**config.mk**
```make
export PLATFORM = sky130hd
export DESIGN_NAME = mac_seq_divider
export DESIGN_NICKNAME = d
export VERILOG_FILES = /design/src/rtl/mac_pkg.sv /design/src/rtl/mac_div_step.sv /design/src/rtl/mac_seq_divider.sv
export SDC_FILE = /design/constraint.sdc
export NUM_CORES = 1
export LEC_CHECK = 0
export CAP_MARGIN = 30
export CELL_PAD_IN_SITES_DETAIL_PLACEMENT = 1
export CELL_PAD_IN_SITES_GLOBAL_PLACEMENT = 2
export CORE_MARGIN = 2
export CORE_UTILIZATION = 33
export DETAILED_ROUTE_END_ITERATION = 10
export MAX_ROUTING_LAYER = met4
export PLACE_DENSITY_LB_ADDON = 0.05
export SLEW_MARGIN = 10
export SYNTH_ARGS = -nofsm -noshare
export SYNTH_HDL_FRONTEND = slang
export SYNTH_SLANG_ARGS = --single-unit
```
**constraint.sdc**
```tcl
create_clock -name clk -period 8.1 [get_ports clk]
set_clock_uncertainty 0.2 [all_clocks]
set_input_delay 2.43 -clock clk [delete_from_list [all_inputs] [get_ports clk]]
set_output_delay 2.43 -clock clk [all_outputs]
set_load 0.02 [all_outputs]
```
**src/rtl/mac_pkg.sv**
```systemverilog
// rtl/mac_pkg.sv - shared types and constants for the MAC datapath divider
package mac_pkg;

    localparam int MAC_WIDTH = 8;

    typedef enum logic [1:0] {
        IDLE = 2'd0,
        BUSY = 2'd1,
        DONE = 2'd2
    } mac_state_e;

endpackage

```
**src/rtl/mac_div_step.sv**
```systemverilog
// rtl/mac_div_step.sv - one combinational restoring-division step
module mac_div_step
    import mac_pkg::*;
#(
    parameter int WIDTH = MAC_WIDTH
) (
    input  logic [WIDTH:0]   prem_i,
    input  logic             bit_i,
    input  logic [WIDTH-1:0] divisor_i,
    output logic [WIDTH:0]   prem_o,
    output logic             q_bit_o
);

    logic [WIDTH:0] trial;
    logic           ge;

    // Shift in the next dividend bit, subtract the divisor when it fits, otherwise restore
    always_comb begin
        trial   = {prem_i[WIDTH-1:0], bit_i};
        // a set top bit of prem would make the shifted value exceed any divisor
        ge      = prem_i[WIDTH] | (trial >= {1'b0, divisor_i});
        q_bit_o = ge;
        prem_o  = ge ? (trial - {1'b0, divisor_i}) : trial;
    end

endmodule

```
**src/rtl/mac_seq_divider.sv**
```systemverilog
// rtl/mac_seq_divider.sv - sequential 2W/W restoring divider with valid/ready handshakes
module mac_seq_divider
    import mac_pkg::*;
#(
    parameter int WIDTH = MAC_WIDTH
) (
    input  logic                 clk,
    input  logic                 rst,
    input  logic                 in_valid,
    output logic                 in_ready,
    input  logic [2*WIDTH-1:0]   dividend,
    input  logic [WIDTH-1:0]     divisor,
    output logic                 out_valid,
    input  logic                 out_ready,
    output logic [2*WIDTH-1:0]   quotient,
    output logic [WIDTH-1:0]     remainder,
    output logic                 div_by_zero
);

    localparam int STEPS = 2 * WIDTH;
    localparam int CNT_W = $clog2(2 * WIDTH) + 1;

    mac_state_e           state_q, state_d;
    logic [CNT_W-1:0]     count_q, count_d;
    logic [WIDTH:0]       prem_q, prem_d;
    logic [2*WIDTH-1:0]   quot_q, quot_d;
    logic [WIDTH-1:0]     dvsr_q, dvsr_d;
    logic                 dbz_q, dbz_d;

    logic [WIDTH:0]       step_prem_in;
    logic                 step_bit_in;
    logic [WIDTH-1:0]     step_dvsr_in;
    logic [WIDTH:0]       step_prem_out;
    logic                 step_q_bit;

    // The step unit performs the first iteration straight from the input operands
    // in the accepting cycle, so the result lands 2*WIDTH cycles after accept.
    always_comb begin
        step_prem_in = prem_q;
        step_bit_in  = quot_q[2*WIDTH-1];
        step_dvsr_in = dvsr_q;
        if (state_q == IDLE) begin
            step_prem_in = '0;
            step_bit_in  = dividend[2*WIDTH-1];
            step_dvsr_in = divisor;
        end
    end

    mac_div_step #(.WIDTH(WIDTH)) u_step (
        .prem_i    (step_prem_in),
        .bit_i     (step_bit_in),
        .divisor_i (step_dvsr_in),
        .prem_o    (step_prem_out),
        .q_bit_o   (step_q_bit)
    );

    // Next-state logic: accept in IDLE, iterate in BUSY, hold the result in DONE
    always_comb begin
        state_d = state_q;
        count_d = count_q;
        prem_d  = prem_q;
        quot_d  = quot_q;
        dvsr_d  = dvsr_q;
        dbz_d   = dbz_q;
        unique case (state_q)
            IDLE: begin
                if (in_valid) begin
                    if (divisor == '0) begin
                        state_d = DONE;
                        quot_d  = '1;
                        prem_d  = {1'b0, dividend[WIDTH-1:0]};
                        dbz_d   = 1'b1;
                    end else begin
                        state_d = BUSY;
                        dvsr_d  = divisor;
                        prem_d  = step_prem_out;
                        quot_d  = {dividend[2*WIDTH-2:0], step_q_bit};
                        count_d = CNT_W'(1);
                        dbz_d   = 1'b0;
                    end
                end
            end
            BUSY: begin
                prem_d  = step_prem_out;
                quot_d  = {quot_q[2*WIDTH-2:0], step_q_bit};
                count_d = count_q + CNT_W'(1);
                if (count_q == CNT_W'(STEPS - 1)) begin
                    state_d = DONE;
                end
            end
            DONE: begin
                if (out_ready) begin
                    state_d = IDLE;
                end
            end
            default: state_d = IDLE;
        endcase
    end

    // State and datapath registers with synchronous reset
    always_ff @(posedge clk) begin
        if (rst) begin
            state_q <= IDLE;
            count_q <= '0;
            prem_q  <= '0;
            quot_q  <= '0;
            dvsr_q  <= '0;
            dbz_q   <= 1'b0;
        end else begin
            state_q <= state_d;
            count_q <= count_d;
            prem_q  <= prem_d;
            quot_q  <= quot_d;
            dvsr_q  <= dvsr_d;
            dbz_q   <= dbz_d;
        end
    end

    assign in_ready    = (state_q == IDLE);
    assign out_valid   = (state_q == DONE);
    assign quotient    = quot_q;
    assign remainder   = prem_q[WIDTH-1:0];
    assign div_by_zero = dbz_q;

endmodule

```
==> summary.md <==
| Metric | Value |
|---|---|
| Inserted Diodes | `0` |
| Max Root-Sink Buffers | `2` |
| Hold Path Stages | `2` |
| Routed Antenna Nets | `0` |
| Final slew viol count | `0` |
| Crit. End Element | `flip-flop` |
| Peak supply drop | `around 0.058 mV` |
| Slew margin rel. | `a little under two fifths` |
| Antenna violations before repair | `0` |
| Synthesized instance count | `~320` |
| DIE AREA | `around 0.0089 mm²` |
| Worst Setup Slack post-DPL | `approximately 3 ns` |
| Vias per cell | `around 5.3` |
| R2R cell count | `9` |
| Critical Path Source Type | `input port` |
| CP bufs+invs | `1` |
| Nets@finish | `slightly below 400` |
| Clock-pin slew on the worst setup and hold paths | `~0.08 ns` |
| Setup bufs post-CTS | `0` |
| H-tree levels | `2` |
| Port Buffer Count | `54` |
| #FFs+latches synth | `between 40 and 50` |
| Post-Route WL | `about 8 mm` |
| Most frequent cells in the layout | `53 x clkdlybuf4s50_1, 47 x nor2_1, 46 x nand2_1` |
| CP Class | `in -> reg` |
| Leak Pwr | `roughly 0.0013 µW` |
| CTS Hold Bufs | `0` |
| Hold Fails Final Rpt | `0` |
| Root Buffer | `clkbuf_8` |
| Fin crit period | `roughly 4.8 ns` |
| I/O pins | `55` |
| Initial core utilization | `roughly a third` |
| Wire per inst | `approximately 18 µm` |
| Synth warn | `0` |
| Top-area cell type share of the netlist area | `30.7%` |
| Final setup viols | `0` |
| Critical path depth | `8` |
| Syn-to-layout area delta | `24.0%` |
| Die W | `roughly 94 µm` |
| Critical Path AT | `between 4 and 5 ns` |
| Pwr Density | `approximately 160 mW/mm²` |
| Min-Delay Path Class | `reg -> reg` |
| Total grt overflow | `0` |
| Post-CTS Resized | `0` |
| CP cell instances | `clkdlybuf4s50_1 > mux2i_1 > ha_1 > nor2b_1 > o31a_1 > o211ai_2 > a211oi_1 > a311oi_2` |
| Final HPWL DP | `5.97 mm` |
| Total clock buffers created by CTS | `5` |
| Slew @ Worst Pin | `between 0.9 and 1 ns` |
| Clock sink total | `between 40 and 50` |
| Mean area per synthesized cell | `approximately 8.5 µm²` |
| EDFF count, synth | `0` |
| Fraction of layout cells with a size suffix above 1 | `11.5%` |
| Post-synthesis sequential area ratio | `a little under a third` |
| TritonCTS clock tree | `built` |
| Vias in the first global route | `between 2000 and 2500` |
| Fmax | `between 200 and 250 MHz` |
| PnR worst setup slack | `around 3.3 ns` |
| Vias | `2431` |
| Crit-path slowest cell | `clkdlybuf4s50_1` |
| GPL Wtd Cong | `0.860` |
| Unrepaired setup endpoints after global routing | `no` |
| Status | `finished clean` |
| Post-synth net total | `354` |
| Initial DRC count | `a little over 100` |
| Row count | `32` |
| Die height | `~94 µm` |
| Synth top area cells | `dfxtp_1 31%, mux2i_1 6.7%, nor2_1 6.6%, nand2_1 6.4%, a311oi_2 5.0%` |
| Yosys cell types | `62` |
| DRT Pass-1 Iters | `4` |
| Asr flop ratio synth | `0%` |
| Tot GR Track Use | `between 10% and 20%` |
| Ys flop type | `dfxtp_1` |
| Synthesized area | `between 0.002 and 0.003 mm²` |
| Most common cell after layout, fill and taps aside | `clkdlybuf4s50_1` |
| Data required, critical path | `just over 8 ns` |
| CP top delay family | `compound AO/OA/AOI/OAI gates` |
| Largest net degree at the start of global routing | `44` |
| First-pass GRT wire length | `~13 mm` |
| Core area | `approximately 0.008 mm²` |
| Synth area leader | `dfxtp_1` |
| Final Cycle Share | `59.6%` |
| # DRC | `0` |
| TNS Setup | `0 ns` |
| Max cap viols | `0` |
| Crit Path Max Fanout | `8` |
| Worst-Skew Late Latency | `roughly 0.30 ns` |
| CP max stage delay | `0.47 ns` |
-- final timing paths --
kind | end | slack [ns] | startpoint
setup / recovery | prem_q[6] | 3.27 | divisor[1]
setup reg to reg | prem_q[6] | 4.67 | state_q[0]
hold reg to reg | div_by_zero | 0.27 | div_by_zero
hold / removal | div_by_zero | 0.27 | div_by_zero
-- synth_stat cells, types with 2 or more instances --
library cell  instances
nor2_1               47
nand2_1              46
dfxtp_1              41
mux2i_1              18
a21oi_1              12
buf_4                11
ha_1                 10
a311oi_2              9
o21ai_0               9
a311oi_1              7
clkbuf_1              7
and2_1                6
nand3_1               6
inv_1                 5
nor2b_1               5
nor3_1                5
a211oi_1              3
a31oi_1               3
and3_1                3
buf_2                 3
xor2_1                3
a211oi_2              2
a21boi_0              2
a32oi_1               2
buf_1                 2
buf_6                 2
nand2b_1              2
nand3b_1              2
nand4_1               2
nand4_2               2
nor4_4                2
o211ai_1              2
o21a_1                2
o21ai_1               2
o21bai_1              2
o31a_1                2
-- tightest hold or removal path, cell delays in order, from the launching register on --
cell and delay (ns):
dfxtp_1 0.32, nand2_1 0.05, a21oi_1 0.05
-- metal layers --
layer	track usage, %	wire (µm)	part of all wire [%]	vias to the layer above
met5	-	0	0	-
met2	29.9	3810	47	43
met1	26.3	3940	49	1171
li1	-	-	-	1207
met4	4.83	123	1.5	0
met3	2.73	230	2.8	10
-- through the flow --
stage,total power [µW],utilization [%],instances,hold WS (ns),cell area [µm²]
detailed placement,384,41.3,450,0.258,3220
global placement,383,41.3,450,0.246,3220
finish,520,42.5,458,0.265,3320
CTS,527,42.4,457,0.274,3310
global route,551,42.5,458,0.294,3320
floorplan,327,-,315,0.254,2680
-- state kept, by name, summed over array words and instances (netlist names) --
name         count
state_q          2
dvsr_q           8
div_by_zero      1
quotient        16
prem_q           9
count_q          5
-- where the power goes --
part	total [µW]	leakage [µW]	internal, µW	switching [µW]
registers	226	0.000337	215	10.6
logic	153	0.000939	66.5	87.0
clock network	141	0.0000433	67.5	73.5
-- logic make-up (layout without fill, tap and decap cells) --
group,after synthesis,after routing,share of synthesized area [%]
simple gates,136,136,25.3
xor+xnor,4,4,1.31
mux,18,18,6.73
buf+inv,31,72,6.59
flops,41,41,30.7
compound gates,74,74,24.0
fa+ha+maj,11,11,5.42
-- cell type report --
| class | count | area [µm²] |
|---|---|---|
| multi-input combinational | 243 | 1690 |
| timing repair buffer | 59 | 573 |
| clock inverter | 1 | 7.51 |
| clock buffer | 6 | 82.6 |
| tap | 102 | 128 |
| sequential | 41 | 821 |
| inverter | 6 | 22.5 |
| fill | 962 | 4490 |
No activity file was read; power rests on OpenSTA's default activity.
